**src/rtl/magia_noc_rsp_meta_buffer_pkg.sv**
```systemverilog
// Shared types and sizing for the NoC egress response metadata buffer.
package magia_noc_rsp_meta_buffer_pkg;

  // NoC-side AXI ID width and local (L2-side) AXI ID width.
  localparam int AXI_NOC_ID_W = 4;
  localparam int L2_ID_W      = 2;

  // Source/destination node identifier carried in the NoC header.
  typedef struct packed {
    logic [2:0] x;
    logic [2:0] y;
    logic       port_id;
  } id_t;

  typedef logic [AXI_NOC_ID_W-1:0] axi_data_slv_id_t;
  typedef logic [0:0]              rob_idx_t;

  // One slot per local ID; each slot tracks up to 2**MetaCntW-1 outstanding bursts.
  localparam int MetaNumSlots = 2**L2_ID_W;
  localparam int MetaCntW     = 4;

  // Metadata restored on the response path.
  typedef struct packed {
    axi_data_slv_id_t in_id;
    id_t              src_id;
    rob_idx_t         rob_idx;
  } meta_t;

endpackage

```
**src/rtl/magia_noc_rsp_meta_buffer.sv**
```systemverilog
// Compresses wide NoC AXI IDs plus source node into a narrow local ID (one per
// slot), and restores the original ID, destination and rob_idx on responses.
//
// Handshakes: a transfer happens on a cycle where valid and ready are both
// high; the request path only offers valid/ready when a target slot exists, and
// the response path is a pure pass-through of valid/ready.
module magia_noc_rsp_meta_buffer
  import magia_noc_rsp_meta_buffer_pkg::*;
#(
  parameter int InIdW   = AXI_NOC_ID_W,
  parameter int OutIdW  = L2_ID_W,
  parameter int NodeIdW = $bits(id_t),
  parameter int RobIdxW = 1,
  parameter int CntW    = MetaCntW
) (
  input  logic               clk_i,
  input  logic               rst_ni,
  input  logic               req_valid_i,
  output logic               req_ready_o,
  input  logic [InIdW-1:0]   req_in_id_i,
  input  logic [NodeIdW-1:0] req_src_id_i,
  input  logic [RobIdxW-1:0] req_rob_idx_i,
  output logic               req_valid_o,
  input  logic               req_ready_i,
  output logic [OutIdW-1:0]  req_out_id_o,
  input  logic               rsp_valid_i,
  output logic               rsp_ready_o,
  input  logic [OutIdW-1:0]  rsp_out_id_i,
  input  logic               rsp_last_i,
  output logic               rsp_valid_o,
  input  logic               rsp_ready_i,
  output logic [InIdW-1:0]   rsp_in_id_o,
  output logic [NodeIdW-1:0] rsp_dst_id_o,
  output logic [RobIdxW-1:0] rsp_rob_idx_o,
  output logic [OutIdW:0]    num_outstanding_o,
  output logic               err_o
);

  localparam int              NumSlots = 2**OutIdW;
  localparam logic [CntW-1:0] CntMax   = '1;

  logic [NumSlots-1:0] valid_q, valid_d;
  logic [InIdW-1:0]    in_id_q  [NumSlots];
  logic [InIdW-1:0]    in_id_d  [NumSlots];
  logic [NodeIdW-1:0]  src_id_q [NumSlots];
  logic [NodeIdW-1:0]  src_id_d [NumSlots];
  logic [RobIdxW-1:0]  rob_q    [NumSlots];
  logic [RobIdxW-1:0]  rob_d    [NumSlots];
  logic [CntW-1:0]     cnt_q    [NumSlots];
  logic [CntW-1:0]     cnt_d    [NumSlots];
  logic                err_q, err_d;
  logic [OutIdW:0]     num_q, num_d;

  logic                match_found, free_found, stall;
  logic [OutIdW-1:0]   match_idx, free_idx, target;
  logic                req_fire, rsp_fire, rsp_hits_free;
  logic [NumSlots-1:0] inc_vec, dec_vec;

  // Find the (unique) matching slot and the lowest-index free slot; the
  // descending loop lets the lowest index win for the free search.
  always_comb begin
    match_found = 1'b0;
    match_idx   = '0;
    free_found  = 1'b0;
    free_idx    = '0;
    for (int i = NumSlots - 1; i >= 0; i--) begin
      if (valid_q[i] && (in_id_q[i] == req_in_id_i) && (src_id_q[i] == req_src_id_i)) begin
        match_found = 1'b1;
        match_idx   = OutIdW'(i);
      end
      if (!valid_q[i]) begin
        free_found = 1'b1;
        free_idx   = OutIdW'(i);
      end
    end
  end

  // Stall is a function of registered state and request fields only.
  assign stall  = match_found ? (cnt_q[match_idx] == CntMax) : !free_found;
  assign target = match_found ? match_idx : free_idx;

  assign req_valid_o  = req_valid_i & ~stall;
  assign req_ready_o  = req_ready_i & ~stall;
  assign req_out_id_o = target;

  assign rsp_valid_o   = rsp_valid_i;
  assign rsp_ready_o   = rsp_ready_i;
  assign rsp_in_id_o   = in_id_q[rsp_out_id_i];
  assign rsp_dst_id_o  = src_id_q[rsp_out_id_i];
  assign rsp_rob_idx_o = rob_q[rsp_out_id_i];

  assign num_outstanding_o = num_q;
  assign err_o             = err_q;

  assign req_fire      = req_valid_i & req_ready_o;
  assign rsp_fire      = rsp_valid_i & rsp_ready_i;
  assign rsp_hits_free = ~valid_q[rsp_out_id_i];

  // Per-slot increment/decrement events; responses to free slots never decrement.
  always_comb begin
    inc_vec = '0;
    dec_vec = '0;
    for (int i = 0; i < NumSlots; i++) begin
      inc_vec[i] = req_fire && (target == OutIdW'(i));
      dec_vec[i] = rsp_fire && rsp_last_i && (rsp_out_id_i == OutIdW'(i)) && valid_q[i];
    end
  end

  // Next slot state: counters move by +1/-1, allocation stores metadata, and
  // the valid bit and slot count follow the new counter values.
  always_comb begin
    valid_d = '0;
    num_d   = '0;
    err_d   = err_q | (rsp_fire & rsp_hits_free);
    for (int i = 0; i < NumSlots; i++) begin
      in_id_d[i]  = in_id_q[i];
      src_id_d[i] = src_id_q[i];
      rob_d[i]    = rob_q[i];
      cnt_d[i]    = cnt_q[i] + CntW'(inc_vec[i]) - CntW'(dec_vec[i]);
      if (inc_vec[i] && !valid_q[i]) begin
        in_id_d[i]  = req_in_id_i;
        src_id_d[i] = req_src_id_i;
        rob_d[i]    = req_rob_idx_i;
      end
      valid_d[i] = (cnt_d[i] != '0);
      num_d      = num_d + (OutIdW + 1)'(valid_d[i]);
    end
  end

  // Slot registers; reset drops everything in flight.
  always_ff @(posedge clk_i or negedge rst_ni) begin
    if (!rst_ni) begin
      valid_q <= '0;
      err_q   <= 1'b0;
      num_q   <= '0;
      for (int i = 0; i < NumSlots; i++) begin
        in_id_q[i]  <= '0;
        src_id_q[i] <= '0;
        rob_q[i]    <= '0;
        cnt_q[i]    <= '0;
      end
    end else begin
      valid_q <= valid_d;
      err_q   <= err_d;
      num_q   <= num_d;
      for (int i = 0; i < NumSlots; i++) begin
        in_id_q[i]  <= in_id_d[i];
        src_id_q[i] <= src_id_d[i];
        rob_q[i]    <= rob_d[i];
        cnt_q[i]    <= cnt_d[i];
      end
    end
  end

  // Flag responses that arrive for a local ID with nothing outstanding.
  rsp_to_free_slot: assert property (@(posedge clk_i) disable iff (!rst_ni)
    !(rsp_fire && rsp_hits_free))
    else $warning("response for unallocated local id %0d", rsp_out_id_i);

endmodule
```
**config.mk**
```make
export PLATFORM = sky130hd
export DESIGN_NAME = magia_noc_rsp_meta_buffer
export DESIGN_NICKNAME = d
export VERILOG_FILES = /design/src/rtl/magia_noc_rsp_meta_buffer_pkg.sv /design/src/rtl/magia_noc_rsp_meta_buffer.sv
export SDC_FILE = /design/constraint.sdc
export NUM_CORES = 1
export LEC_CHECK = 0
export BUFFER_PORTS_ARGS = -buffer_cell sky130_fd_sc_hd__buf_2
export CORE_MARGIN = 3
export CORE_UTILIZATION = 53
export DETAILED_ROUTE_END_ITERATION = 10
export PLACE_DENSITY_LB_ADDON = 0.05
export SYNTH_ARGS = -nofsm -noshare
export SYNTH_HDL_FRONTEND = slang
export SYNTH_SLANG_ARGS = --single-unit
```
**constraint.sdc**
```tcl
create_clock -name clk_i -period 9.5 [get_ports clk_i]
set_clock_uncertainty 0.05 [all_clocks]
set_input_delay 0.95 -clock clk_i [delete_from_list [all_inputs] [get_ports clk_i]]
set_output_delay 0.95 -clock clk_i [all_outputs]
set_load 0.05 [all_outputs]
```
; ---- Word-level counts from Yosys, hierarchy flattened
; Index checks and enable logic that the tools add are counted.
[totals]
in_bits = 21
regBits = 72
output_inout_bits = 22
[classes]
mux = 32
n_reduce_logical = 36
eq_ne = 15
bitwise_logic = 10
magnitude_cmp = 3
add_sub_neg = 11
[ops]
columns = op, count
row1 = == test 7 bit, 4
row2 = logical AND 1 bit, 25
row3 = 2-to-1 mux 2 bit, 9
row4 = adder 4 x 1 -> 4 bit, 4
row5 = binary-select mux 4 bit (select 2 bit), 2
row6 = == test 4 bit, 4
row7 = 2-to-1 mux 4 bit, 4
row8 = nonzero test 4 bit, 4
row9 = subtractor 4 x 1 -> 4 bit, 4
row10 = binary-select mux 7 bit (select 2 bit), 1
row11 = 2-to-1 mux 7 bit, 2
row12 = 2-to-1 mux 1 bit, 12
row13 = == test 2 bit (second input constant), 4
row14 = >= comparator 3 bit (second input constant), 2
row15 = NOT 2 -> 3 bit, 2
row16 = AND 1 bit, 5
row17 = zero test 1 bit, 5
row18 = binary-select mux 1 bit (select 2 bit), 2
row19 = == test 2 x 1 -> 1 bit (second input constant), 2
row20 = == test 4 bit (second input constant), 1
row21 = zero test 2 bit, 2
row22 = adder 2 x 1 -> 3 bit, 1
row23 = adder 3 x 1 -> 3 bit, 1
row24 = less-than comparator 2 x 3 -> 1 bit (second input constant), 1
row25 = other kinds (3), 4

; ---- Depth between registers and ports, before layout
; Gate-level depths: netlist of run 1.
[logic_depth]
depth_word = 23
mapped_depth = 20
ltp_nobuf = 19

; ---- Worst setup path before layout of run 1
; Ideal clock, no wire load.
[synth_path]
path_type = input to register
start = input req_src_id_i[3]
end = register num_q[1], in the netlist num_outstanding_o[1]
arrival_ns = 5.447
t_required_ns = 9.324
stages = 19
path_slack_ns = 3.877
setup_time_ns = 0.126
n_path_buf = 1
path_cell_list = buf_4 xnor2_1 nand4_1 or3_1 a21o_1 a21oi_1 nand3_1 ha_1 inv_1 ha_1 inv_1 fa_1 inv_1 or4_1 inv_1 fa_1 inv_1 ha_1 ha_1
[synth_rtl]
columns = element, line
row1 = start: declaration, magia_noc_rsp_meta_buffer.sv:21  ; input logic [NodeIdW-1:0] req_src_id_i,
row2 = end signal: assignment, magia_noc_rsp_meta_buffer.sv:145  ; num_q <= num_d;
row3 = end: declaration, magia_noc_rsp_meta_buffer.sv:52  ; logic [OutIdW:0] num_q, num_d;

==> results of run 1 <==
==> cell usage after synthesis, types with 2 or more instances <==
master,n,area (sq um)
sky130_fd_sc_hd__nand4_1,15,93.8
sky130_fd_sc_hd__o31ai_1,2,15.0
sky130_fd_sc_hd__mux4_2,13,293
sky130_fd_sc_hd__nor3_1,7,35.0
sky130_fd_sc_hd__buf_4,7,52.6
sky130_fd_sc_hd__mux2_4,20,300
sky130_fd_sc_hd__xnor2_1,56,490
sky130_fd_sc_hd__and4_1,2,17.5
sky130_fd_sc_hd__or3_1,2,12.5
sky130_fd_sc_hd__ha_1,18,225
sky130_fd_sc_hd__and2_1,2,12.5
sky130_fd_sc_hd__buf_6,8,90.1
sky130_fd_sc_hd__a21o_1,5,37.5
sky130_fd_sc_hd__nand2_1,9,33.8
sky130_fd_sc_hd__mux2_2,28,315
sky130_fd_sc_hd__or4_1,3,22.5
sky130_fd_sc_hd__nor4_1,2,12.5
sky130_fd_sc_hd__dfrtp_1,72,1800
sky130_fd_sc_hd__nor2b_1,2,12.5
sky130_fd_sc_hd__nand3_1,5,25.0
sky130_fd_sc_hd__fa_1,5,100
sky130_fd_sc_hd__nand3b_1,2,15.0
sky130_fd_sc_hd__buf_2,2,10.0
sky130_fd_sc_hd__o21ai_0,2,10.0
sky130_fd_sc_hd__inv_1,32,120
sky130_fd_sc_hd__a21oi_1,6,30.0
sky130_fd_sc_hd__clkbuf_1,3,11.3
==> worst max-delay path by stage <==
stage | end | slack [ns] | cells after the start
global placement | num_outstanding_o[1] | 3.90 | 19
global route | num_outstanding_o[1] | 3.51 | 20
CTS | num_outstanding_o[1] | 4.00 | 20
finish | num_outstanding_o[1] | 4.03 | 20
detailed placement | num_outstanding_o[1] | 3.63 | 20
floorplan | num_outstanding_o[1] | 3.88 | 19
==> registers in the layout (all words and copies together) (netlist names) <==
signal             count
in_id_q               16
err_o                  1
valid_q                4
src_id_q              28
rob_q                  4
num_outstanding_o      3
cnt_q                 16
==> layer usage <==
layer,wire (um),up-vias
li1,-,1244
met1,3830,1360
met2,4260,47
met3,269,11
met4,159,0
met5,0,-
==> metrics by stage <==
| stage | hold slack (ns) | std cells | total power, mW | utilization | setup WS [ns] |
|---|---|---|---|---|---|
| 2_1_floorplan | 0.424 | 340 | 1.02 | - | 3.88 |
| 3_3_place_gp | 0.409 | 465 | 1.16 | 0.576 | 3.90 |
| 3_5_place_dp | 0.419 | 465 | 1.17 | 0.576 | 3.63 |
| 4_1_cts | 0.437 | 481 | 1.39 | 0.598 | 4.00 |
| 5_1_grt | 0.475 | 481 | 1.48 | 0.598 | 3.51 |
| 6_report | 0.436 | 481 | 1.37 | 0.598 | 4.03 |
==> worst max-delay path: stages <==
cell	delay [ns]
sky130_fd_sc_hd__buf_2	0.16
sky130_fd_sc_hd__xnor2_1	0.21
sky130_fd_sc_hd__nand4_1	0.15
sky130_fd_sc_hd__nor3_1	0.58
sky130_fd_sc_hd__nor2b_1	0.17
sky130_fd_sc_hd__o311a_1	0.14
sky130_fd_sc_hd__o21ai_0	0.50
sky130_fd_sc_hd__nand3_1	0.16
sky130_fd_sc_hd__ha_1	0.30
sky130_fd_sc_hd__inv_1	0.05
sky130_fd_sc_hd__ha_1	0.15
sky130_fd_sc_hd__inv_1	0.05
sky130_fd_sc_hd__fa_1	0.47
sky130_fd_sc_hd__inv_1	0.05
sky130_fd_sc_hd__or4_1	0.56
sky130_fd_sc_hd__inv_1	0.12
sky130_fd_sc_hd__fa_1	0.43
sky130_fd_sc_hd__inv_1	0.07
sky130_fd_sc_hd__ha_1	0.13
sky130_fd_sc_hd__ha_1	0.22
==> area by class of cell <==
| cell class | instances | area [sq um] | share of cell area |
|---|---|---|---|
| clock buffers | 10 | 138 | 0.0296 |
| inverters | 32 | 120 | 0.0258 |
| flip-flops and latches | 72 | 1800 | 0.388 |
| multi-input cells | 215 | 2200 | 0.473 |
| well taps | 102 | 128 | 0.0275 |
| clock inverters | 6 | 35.0 | 0.00754 |
| repair buffers | 44 | 225 | 0.0485 |
==> power by group through the flow <==
stage	combinational [mW]	clock [mW]	sequential, mW
final	0.623	0.217	0.532
after global placement	0.621	0	0.537
after global routing	0.693	0.237	0.550
after CTS	0.638	0.222	0.533
after detailed placement	0.634	0	0.539
after floorplan	0.486	0	0.535
==> kinds of logic (layout without fill, tap and decap cells) <==
kind of cell             Yosys count  in the layout  share of synthesized area
flip-flops                        72             72                      0.421
XOR/XNOR                          56             56                      0.114
AND/OR/NAND/NOR                   57             57                     0.0818
adder cells (fa/ha/maj)           23             23                     0.0759
AO/OA/AOI/OAI                     18             18                     0.0280
multiplexers                      61             61                      0.212
buffers and inverters             53             92                     0.0672
==> layout by cell type (no fill, tap or decap), drive strengths merged, types with 3 or more instances in the layout <==
cell / n
dfrtp: 72
xnor2: 56
mux2: 48
buf: 44
inv: 32
ha: 18
nand4: 15
mux4: 13
clkbuf: 10
nand2: 9
nor3: 8
a21oi: 6
nand3: 5
a21o: 5
fa: 5
clkinv: 4
or4: 3
==> results.md, run 1 <==
Cells and area:
- The final non-filler cell area is 4650 sq um.
- The antenna diode count is 0.
- The final net count is 418.
- Counting the fill cells in the layout gives 677.
- The layout overhead on the synthesized area is 8.47%.
- The share of final-layout standard cells stronger than drive strength 1 is 0.330.

Route:
- After detailed routing, the number of vias per cell comes to 5.53.
- In the final routed layout, each cell accounts on average for 17.7 um.
- The number of DRC markers in iteration 0 is 118.
- The first-pass detailed-route iteration total is 6.
- The number of vias in the routed layout is 2662.
- The detailed-route wire length is 8.52 mm.
- The remaining antenna violation count after routing is 0.
- In the routed design, unresolved DRC markers number 0.

Logic synthesis:
- The proportion of synthesized flip-flops having asynchronous set or reset is 1.00.
- The number of synthesized register bits is 72.
- The cell area after synthesis is 4280 sq um.
- The yosys synthesis warning count is 0.
- The number of flops mapped to enable cells by yosys is 0.
- The share of synthesized area occupied by flip-flops and latches is 0.421.
- In the synthesized netlist the dominant register cell turns out to be sky130_fd_sc_hd__dfrtp_1.
- The netlist uses 37 different library cells.
- Dividing the synthesized area by the synthesized cell count gives 12.6 sq um.
- Synthesis produced a netlist whose cell count is 340.
- Counting every net in the synthesized netlist gives 384.

CTS:
- TritonCTS built the clock tree.
- The clock buffer count from CTS is 9.
- The number of setup buffers added after CTS is 0.
- After clock tree synthesis, the repair step resized 0 gates.
- The worst-case clock buffer depth is 2.
- Hold repair after CTS inserted 0 buffers.
- The H-tree was split into 3 levels.
- The clock input transition at the sequential cells of the worst setup and hold paths is 0.08 ns.
- The total clock sinks is 72.
- In this run the clock root is driven by a sky130_fd_sc_hd__clkbuf_8.
- The clock latency on the worst-skew pair is 0.35 ns.

Floorplan:
- The height of the chip is 95.9 um.
- The floorplan step set the die width to 95.9 um.
- The initial utilization of the core area, before any placement, comes to 0.552.
- The number of primary I/O pins is 43.
- The core region area is 7770 sq um.
- The number of rows in the core area is 32.
- The die covers 9200 sq um.

STA:
- The final count of hold timing violations is 0.
- Headroom to the max-slew limit came out at 0.401.
- The number of slew-limit violations in the final report is 0.
- In the final timing run, aggregate negative setup slack is 0 ns.
- The upper clock frequency limit is 183 MHz.
- Dividing the final minimum period by the clock period gives 0.575.
- Setup repair after global routing left no endpoint under its margin.
- The number of failing setup endpoints in the final timing report is 0.
- The transition time at the pin with the least slew margin is 0.898 ns.
- The final period demand of the worst path is 5.47 ns.

Power:
- The share of total power dissipated in combinational logic is 0.454.
- Of the total power, the share spent switching nets is 0.402.
- The power spent charging and discharging nets is 0.552 mW.
- Cell internal power was estimated by the tool at 0.821 mW.
- The clock network power share is 0.158.
- The sequential share of power is 0.388.
- VDD sags by at most 0.200 mV.
- The leakage power of the design is 2.17 nW.
- The power density over the cells is 295 nW/um^2.

Worst setup path:
- The reg-to-reg setup timing slack is 4.41 ns.
- The critical path launch point is req_in_id_i[3].
- The biggest fanout along the worst timing path is 8.
- The sort of element at the start of the critical path is a primary input.
- The worst setup path is captured at a flip-flop.
- Data arrives at the worst endpoint at 5.65 ns.
- The worst setup path is of the in2reg kind.
- The endpoint identified for the worst register-to-register timing path is num_outstanding_o[1].
- Data on the critical path is required at its endpoint by 9.68 ns.
- The worst register-to-register path begins at src_id_q[26].
- The worst register-to-register path has a depth of 19.

GRT:
- The first-pass GRT wire length is 14.2 mm.
- The number of global-route vias before repair is 2808.
- After global routing the overflow that remains totals 0.
- The initial antenna violation count is 0.
- The largest net degree at the start of global routing is 73.
- For met1 alone, demand over resource in global routing was 0.270.
- After global routing, the most crowded layer is met2.
- The overall track demand over capacity in global routing is 0.207.
- The met2 track demand over resource is 0.340.
- The met3 usage in global routing is 0.0422.

Hold path:
- The capture endpoint of the worst hold path is err_o.
- Along the worst hold path, the cell count comes to 1.
- The launch point of the worst hold path is err_o.
- The tightest min-delay check is of the reg2reg type.

Placement:
- The area after detailed placement is 4470 sq um.
- During placement, the flow inserted port buffers numbering 42.
- The post-detailed-placement half-perimeter wirelength is 6.16 mm.
- The last weighted congestion value of the routability-driven placer is 0.891.

Run:
- Max-cap violations in this run came to 0.

Run status:
- The run finished with clean final reports.
No activity file was read; power rests on OpenSTA's default activity.
==> run 2: changes to the inputs <==
==> constraint.sdc (replaced) <==
create_clock -name clk_i -period 5.7 [get_ports clk_i]
set_clock_uncertainty 0.05 [all_clocks]
set_input_delay 0.57 -clock clk_i [delete_from_list [all_inputs] [get_ports clk_i]]
set_output_delay 0.57 -clock clk_i [all_outputs]
set_load 0.05 [all_outputs]
==> run 2 against run 1 <==
  * Sequential cell count unchanged
  * Final cell count unchanged
  * Sequential share of layout area decreased by 0.062 points
  * Sequential power increased by 67%
  * Critical path depth decreased by 3
  * Via count decreased by 0.15%
  * Total power increased by 67%
  * First-iteration DRC count decreased by 43%
  * Setup slack got worse by 3.3 ns
  * Worst hold slack got worse by 0.055 ns
  * Clock power increased by 69%
  * Critical endpoint unchanged
  * Highest routed layer unchanged
==> results.md, run 2 (synthesis gave the netlist of run 1 again) <==
Run status:
- The run finished with clean final reports.

GRT:
- The global routing usage on met1 is 0.279.
- The first global-routing pass estimated 14.1 mm of wire.
- The initial antenna violation count came to 0.
- The largest net degree at the start of global routing is 73.
- The total overflow left after global routing is 0.
- The met3 usage in global routing is 0.0328.
- The number of global-route vias before repair was 2770.
- The overall track demand over capacity in global routing is 0.208.
- met2 is the most crowded layer.
- The met2 track demand over resource is 0.339.

Power:
- The share of power burned in combinational logic is 0.454.
- Of the total power, registers draw 0.387.
- Of the total power, the clock network draws 0.159.
- Summed over all nets, the switching power comes to 0.914 mW.
- The leakage power of the design is 2.18 nW.
- The internal power is 1.38 mW.
- The worst-case IR drop observed on VDD is 0.293 mV.
- In this run the power density over the cells is 492 nW/um^2.
- Of the total power, the share spent switching nets is 0.399.

Floorplan:
- The floorplan step defined a core boundary enclosing 7770 sq um.
- From left edge to right edge, the die measures 95.9 um.
- Pin placement for this block handled 43 I/O pins.
- The height of the chip is 95.9 um.
- The die covers 9200 sq um.
- For this configuration, the core starts out at a cell density of 0.552.
- The initialized floorplan defines 32 standard-cell rows.

CTS:
- After clock tree synthesis, the clock-pin slew on the worst setup and hold paths is 0.08 ns.
- The number of hold-repair buffers added at the cts stage is 0.
- The tree is rooted in a sky130_fd_sc_hd__clkbuf_8.
- The number of setup buffers added after CTS is 0.
- Once the clock tree was built, the resizer swapped 0 gates to a different size.
- The clock tree from TritonCTS is done.
- For the worst-skew pair, the clock arrives at the later sink with an insertion delay of 0.34 ns.
- TritonCTS created 9 clock buffers.
- The worst-case clock buffer depth is 2.
- The total clock sinks is 72.
- The H-tree depth is 3.

Route:
- The count of nets left with antenna violations once routing finished came out at 0.
- The routed design has 8.62 mm of wire.
- In this run, the number of DRC markers left after iteration 0 of detailed routing was 67.
- The remaining routing DRC violations is 0.
- The average wire per cell in the routed design is 17.9 um.
- The first-pass detailed-route iteration total is 4.
- The number of vias in the routed layout is 2658.
- The via density per instance is 5.53.

Worst setup path:
- The delay of the slowest cell on the worst path is 0.61 ns.
- The slowest library cell on the worst path is sky130_fd_sc_hd__nor4_1.
- Counting cells, the worst reg-to-reg path comes to 17.
- The sort of element at the start of the critical path is a flip-flop.
- The worst register-to-register path begins at src_id_q[5].
- The worst setup path is captured at a flip-flop.
- Setup slack on the worst reg-to-reg path comes out at 0.70 ns.
- The critical path contains buffers and inverters numbering 4 combined.
- The biggest fanout along the worst timing path is 6.
- The critical path goes through xnor2_1, nand4_1, or3_1, o311a_1, o21ai_0, nand3b_1, ha_1, inv_1, ha_1, inv_1, fa_1, inv_1, nor4_1, fa_1, inv_1, ha_1, ha_1.
- The worst register-to-register path ends at num_outstanding_o[1].
- At the worst endpoint, the required time is 5.87 ns.
- The arrival time at the worst endpoint is 5.17 ns.
- The critical setup path kind is reg2reg.
- The gate family responsible for the most delay along the worst path is adder cells.

Placement:
- The post-place setup slack is 0.234 ns.
- In this run the tool buffered the top-level ports with 42 buffer cells.
- The congestion estimate from routability-driven global placement came to 0.764.
- In this run the cell area measured after placement is 4480 sq um.
- The cell count after placement is 466.
- The post-detailed-placement half-perimeter wirelength is 6.19 mm.

Cells and area:
- The layout overhead on the synthesized area is 8.64%.
- The register bank with the most flops is src_id_q.
- The largest registers in the layout are src_id_q (28), cnt_q (16), in_id_q (16).
- The final net count is 419.
- The finished cells cover 4650 sq um.
- In the layout the commonest cells are 72 x sky130_fd_sc_hd__dfrtp_1, 56 x sky130_fd_sc_hd__xnor2_1, 42 x sky130_fd_sc_hd__buf_2.
- The non-filler instance count after layout is 481.
- The register with the most flip-flops in the layout has 28 of them.
- The antenna diode count is 0.
- Leaving out fill and tap cells, the most frequent cell in the layout is sky130_fd_sc_hd__dfrtp_1.
- In the final layout, the share of cells above drive strength 1 is 0.327.

STA:
- The number of failing setup endpoints in the final timing report is 0.
- Setup total negative slack on the finished layout was measured at 0 ns.
- The setup slack of the critical path after layout is 0.702 ns.
- Dividing the final minimum period by the clock period gives 0.877.
- The worst path needs 5.00 ns of the cycle, external delays included.
- Setup repair after global routing left no endpoint under its margin.
- The number of slew-limit violations in the final report is 0.
- Derived from the worst setup path, the maximum achievable clock frequency is 200 MHz.
- The final count of hold timing violations is 0.
- The worst slew margin relative to its limit is 0.375.
- For the pin with the worst max-slew slack, the measured transition is 0.938 ns.
- The smallest hold slack is 0.381 ns.

Hold path:
- The min-delay analysis places its worst path in the category in2async.

Run:
- Max-cap violations in this run came to 0.
[run 2: routing by layer]
| layer | routed length [um] | vias up |
|---|---|---|
| li1 | - | 1244 |
| met1 | 3910 | 1359 |
| met2 | 4290 | 41 |
| met3 | 257 | 14 |
| met4 | 167 | 0 |
| met5 | 0 | - |
[run 2: layout make-up]
| class | count | area (sq um) |
|---|---|---|
| flip-flops and latches | 72 | 1800 |
| clock buffers | 12 | 155 |
| multi-input cells | 215 | 2200 |
| clock inverters | 3 | 17.5 |
| repair buffers | 45 | 233 |
| well taps | 102 | 128 |
| inverters | 32 | 120 |
| fillers | 675 | 3110 |
[run 2: how the worst max path moves through the flow]
stage | cells past startpoint | start | slack, ns | endpoint
6_report | 17 | src_id_q[5] | 0.70 | num_outstanding_o[1]
5_1_grt | 17 | src_id_q[5] | 0.29 | num_outstanding_o[1]
2_1_floorplan | 19 | req_src_id_i[3] | 0.46 | num_outstanding_o[1]
3_3_place_gp | 18 | req_src_id_i[5] | 0.50 | num_outstanding_o[1]
3_5_place_dp | 19 | req_src_id_i[5] | 0.23 | num_outstanding_o[1]
4_1_cts | 17 | src_id_q[5] | 0.57 | num_outstanding_o[1]
[run 2: per-stage QoR]
stage	total power, mW	util
5_1_grt	2.46	0.599
4_1_cts	2.33	0.599
3_5_place_dp	1.95	0.577
2_1_floorplan	1.70	-
3_3_place_gp	1.92	0.577
6_report	2.29	0.599
[run 2: power by group through the flow]
stage	logic [mW]	clock network, mW	registers (mW)
4_1_cts	1.06	0.377	0.888
5_1_grt	1.15	0.398	0.918
2_1_floorplan	0.809	0	0.892
3_5_place_dp	1.06	0	0.898
6_report	1.04	0.366	0.886
3_3_place_gp	1.03	0	0.890
==> run 3: changes to the inputs <==
--- a/config.mk
+++ b/config.mk
@@ -5,11 +5,13 @@
 export SDC_FILE = /design/constraint.sdc
 export NUM_CORES = 1
 export LEC_CHECK = 0
+export ABC_AREA = 1
 export BUFFER_PORTS_ARGS = -buffer_cell sky130_fd_sc_hd__buf_2
 export CORE_MARGIN = 3
 export CORE_UTILIZATION = 53
 export DETAILED_ROUTE_END_ITERATION = 10
 export PLACE_DENSITY_LB_ADDON = 0.05
+export REMOVE_ABC_BUFFERS = 1
 export SYNTH_ARGS = -nofsm -noshare
 export SYNTH_HDL_FRONTEND = slang
 export SYNTH_SLANG_ARGS = --single-unit
==> run 3 against run 2 <==
  * Combinational power barely moved
  * Total power is 0.93% higher
  * Sequential cell count did not move
  * Non-clock buffer count grew 8
  * Critical endpoint unchanged
  * Largest cell class unchanged
==> results.md, run 3 <==
Run status:
- The run finished with clean final reports.

STA:
- The transition time at the pin with the least slew margin is 0.938 ns.
- Derived from the worst setup path, the maximum achievable clock frequency is 216 MHz.
- The worst slew margin relative to its limit is 0.375.
- Setup violations remaining at the end of the flow were counted as 0.
- The smallest hold slack is 0.294 ns.
- The number of slew-limit violations in the final report came to 0.
- The worst path in the final design needs a cycle of 4.64 ns, including I/O delays and setup.
- The final count of hold timing violations came to 0.
- The setup slack of the critical path after layout is 1.06 ns.
- The post-route setup TNS is 0 ns.
- Setup repair after global routing left no endpoint under its margin.
- The post-route clock period utilization is 0.813.

Logic synthesis:
- The number of flops mapped to enable cells by yosys is 0.
- The share of the Yosys chip area taken by registers is 0.352.
- The yosys synthesis warning count is 0.
- After synthesis the cells add up to 5120 sq um.
- Of the post-synthesis cell area, the dominant cell type holds 0.352.
- The synthesized instance count is 725.
- After synthesis, the cell types taking the most area are sky130_fd_sc_hd__dfrtp_1 35%, sky130_fd_sc_hd__nand2_1 17%, sky130_fd_sc_hd__inv_1 6.4%, sky130_fd_sc_hd__nand4_1 4.6%, sky130_fd_sc_hd__nand3_1 4.6%.
- Synthesis inferred 72 register bits.
- The most common cell in the synthesized netlist is sky130_fd_sc_hd__nand2_1.
- The synthesized area divided by synthesized cell count is 7.07 sq um.
- Counting instances in the post-synthesis netlist gives the leading cell types as 226 x sky130_fd_sc_hd__nand2_1, 88 x sky130_fd_sc_hd__inv_1, 72 x sky130_fd_sc_hd__dfrtp_1.
- The synthesized netlist contains 35 unique library cells.
- For this run, asynchronously set or reset flops after synthesis account for 1.00.
- Of all cell types, the one taking the most synthesized area is sky130_fd_sc_hd__dfrtp_1.
- The prevailing post-synth register cell is sky130_fd_sc_hd__dfrtp_1.

GRT:
- The first global-routing pass estimated 27.4 mm of wire.
- The global routing usage on met1 is 0.421.
- The busiest metal layer after global routing is met2.
- The number of global-route vias before repair is 4929.
- The initial antenna violation count is 0.
- Entering global routing, the biggest net connects 73 pins.
- The overall track demand over capacity in global routing is 0.327.
- The met2 track demand over resource is 0.546.
- For this run, global-route usage on met3 was measured as 0.0559.
- For this run the aggregate overflow at the end of global routing stands at 0.

Worst setup path:
- The largest single stage delay on the critical path is 0.50 ns.
- The launch instance of the worst register-to-register path is valid_q[3].
- Of all nets on the critical path, the largest fanout is 8.
- The critical setup path kind is reg2reg.
- The cell seen most often among critical-path stages is sky130_fd_sc_hd__inv_1.
- STA classifies the critical path startpoint as a flip-flop.
- The required time of the worst setup path is 5.89 ns.
- Walking the worst path, the cells encountered are inv_1, a21oi_1, nand3_1, nor2_2, nand2_1, nand2_1, nand3_1, nand3_1, nand2_1, nand2_2, nand4_1, nor2_2, inv_1, ha_1, inv_1, ha_1, inv_1, fa_1, inv_1, nor4_1, fa_1, inv_1, ha_1, ha_1.
- Setup slack on the worst reg-to-reg path comes out at 1.06 ns.
- The largest individual stage delay along the critical path comes from the cell sky130_fd_sc_hd__fa_1.
- The worst register-to-register path has a depth of 24.
- STA puts the critical path data arrival time at 4.82 ns.
- The element type at the critical path end is a flip-flop.
- The worst register-to-register path ends at num_outstanding_o[1].

Floorplan:
- The height of the chip is 104 um.
- For this design the top-level I/O count stands at 43.
- The die covers 10900 sq um.
- The die is 104 um wide.
- The floorplan step defined a core boundary enclosing 9330 sq um.
- The number of rows in the core area is 35.
- The initial standard-cell utilization of the core is 0.549.

Route:
- After detailed routing, the total wire length is 17.2 mm.
- The remaining routing DRC violations is 0.
- The number of DRC markers in iteration 0 is 438.
- The via density per instance is 5.62.
- The first detailed-routing pass took 5 iterations.
- The remaining antenna violation count after routing is 0.
- The average wire per cell in the routed design is 19.4 um.
- The routed layout has 4985 vias.

CTS:
- The number of clock buffers added by TritonCTS is 9.
- In this run the clock root is driven by a sky130_fd_sc_hd__clkbuf_8.
- The clock tree from TritonCTS is done.
- After clock tree synthesis, the repair step resized 0 gates.
- After clock tree synthesis, the clock-pin slew on the worst setup and hold paths is 0.09 ns.
- The clock drives 72 sinks.
- For this design, the CTS-stage hold fixing added 0 buffers.
- The worst-case clock buffer depth is 2.
- The H-tree was split into 3 levels.
- Buffers added to address setup during post-CTS repair amount to 0.
- Clock latency on the worst-skew pair, taken at its later pin, is 0.36 ns.

Power:
- VDD sags by at most 0.322 mV.
- The sequential share of power is 0.354.
- The internal power is 1.29 mW.
- The power density over the cells is 417 nW/um^2.
- The power spent charging and discharging nets is 1.03 mW.
- The share of total power dissipated in the clock network is 0.211.
- The share of total power dissipated in combinational logic is 0.435.
- The leakage power of the design is 2.92 nW.
- The net switching fraction of the power is 0.443.

Cells and area:
- The multi-input combinational cells in the finished layout cover a total of 2680 sq um.
- Across the whole layout, storage elements account for 1800 sq um.
- The top cell types in the final layout, fill and taps aside, are 226 x sky130_fd_sc_hd__nand2_1, 88 x sky130_fd_sc_hd__inv_1, 72 x sky130_fd_sc_hd__dfrtp_1.
- Excluding fillers, the count of instances in the completed layout stands at 887.
- The register bank with the most flops is src_id_q.
- In the final layout, the share of cells above drive strength 1 is 0.124.
- The largest registers in the layout are src_id_q (28), cnt_q (16), in_id_q (16).
- At the end of the flow, the number of nets in the layout was 797.
- The library cell used most frequently in the layout, excluding fill and tap cells, is sky130_fd_sc_hd__nand2_1.
- The layout has 894 filler cells.
- The register with the most flip-flops in the layout has 28 of them.
- Compared with the post-synthesis result, the final layout area differs by 8.30%.
- At the end of the flow the core is filled with cells to 0.595.
- The number of antenna diodes in the final layout is 0.

Placement:
- The cell count after placement is 871.
- The last weighted congestion value of the routability-driven placer is 0.972.
- The post-place setup slack is 0.753 ns.
- The post-detailed-placement half-perimeter wirelength is 12.3 mm.
- The number of input and output port buffers inserted is 42.

Run:
- The tool flagged a number of max-cap violations equal to 0.

Hold path:
- The kind of path behind the tightest hold check is in2async.
## run 3: power groups by stage
stage	registers (mW)	clock network (mW)	logic, mW
3_5_place_dp	0.825	0	1.01
4_1_cts	0.816	0.490	1.01
2_1_floorplan	0.809	0	0.680
3_3_place_gp	0.820	0	0.962
5_1_grt	0.840	0.509	1.14
6_report	0.820	0.488	1.01
## run 3: worst max-delay path: cells and delay by family, from the launching register on
kind            cells  cell delay [ns]
fa+ha+maj           6             1.80
simple gates       11             1.48
buf+inv             6             0.53
flops               1             0.39
compound gates      1             0.24
## run 3: cell families (layout without fill, tap and decap cells)
logic type | count (synthesis) | count (layout) | share of synthesized area
simple gates | 406 | 406 | 0.352
compound gates | 64 | 64 | 0.0655
xor+xnor | 25 | 25 | 0.0427
buf+inv | 135 | 168 | 0.125
flops | 72 | 72 | 0.352
fa+ha+maj | 23 | 23 | 0.0635
## run 3: cell type report
| class | count | area share |
|---|---|---|
| repair buffers | 53 | 0.0532 |
| well taps | 129 | 0.0291 |
| clock buffers | 11 | 0.0273 |
| multi-input cells | 518 | 0.484 |
| clock inverters | 5 | 0.0142 |
| flip-flops and latches | 72 | 0.325 |
| inverters | 99 | 0.0679 |
## run 3: how the worst max path moves through the flow
stage | slack (ns) | depth (start not counted) | endpoint | startpoint
floorplan | 1.05 | 24 | num_outstanding_o[1] | req_in_id_i[0]
global placement | 0.84 | 27 | num_outstanding_o[1] | req_in_id_i[0]
detailed placement | 0.75 | 27 | num_outstanding_o[1] | req_in_id_i[0]
CTS | 1.06 | 27 | num_outstanding_o[1] | src_id_q[10]
global route | 0.63 | 27 | num_outstanding_o[1] | valid_q[3]
finish | 1.06 | 24 | num_outstanding_o[1] | valid_q[3]
## run 3: per-stage QoR
stage / instance area, sq um / total power [mW]
after detailed placement: 5320 / 1.83
after CTS: 5550 / 2.31
final: 5550 / 2.31
after global placement: 5320 / 1.78
after floorplan: 4860 / 1.49
after global routing: 5550 / 2.48
## run 3: routing by layer
metal	part of all wire	vias up
met2	0.48	222
met4	0.035	0
li1	-	2355
met1	0.42	2368
met3	0.069	40
met5	0	-
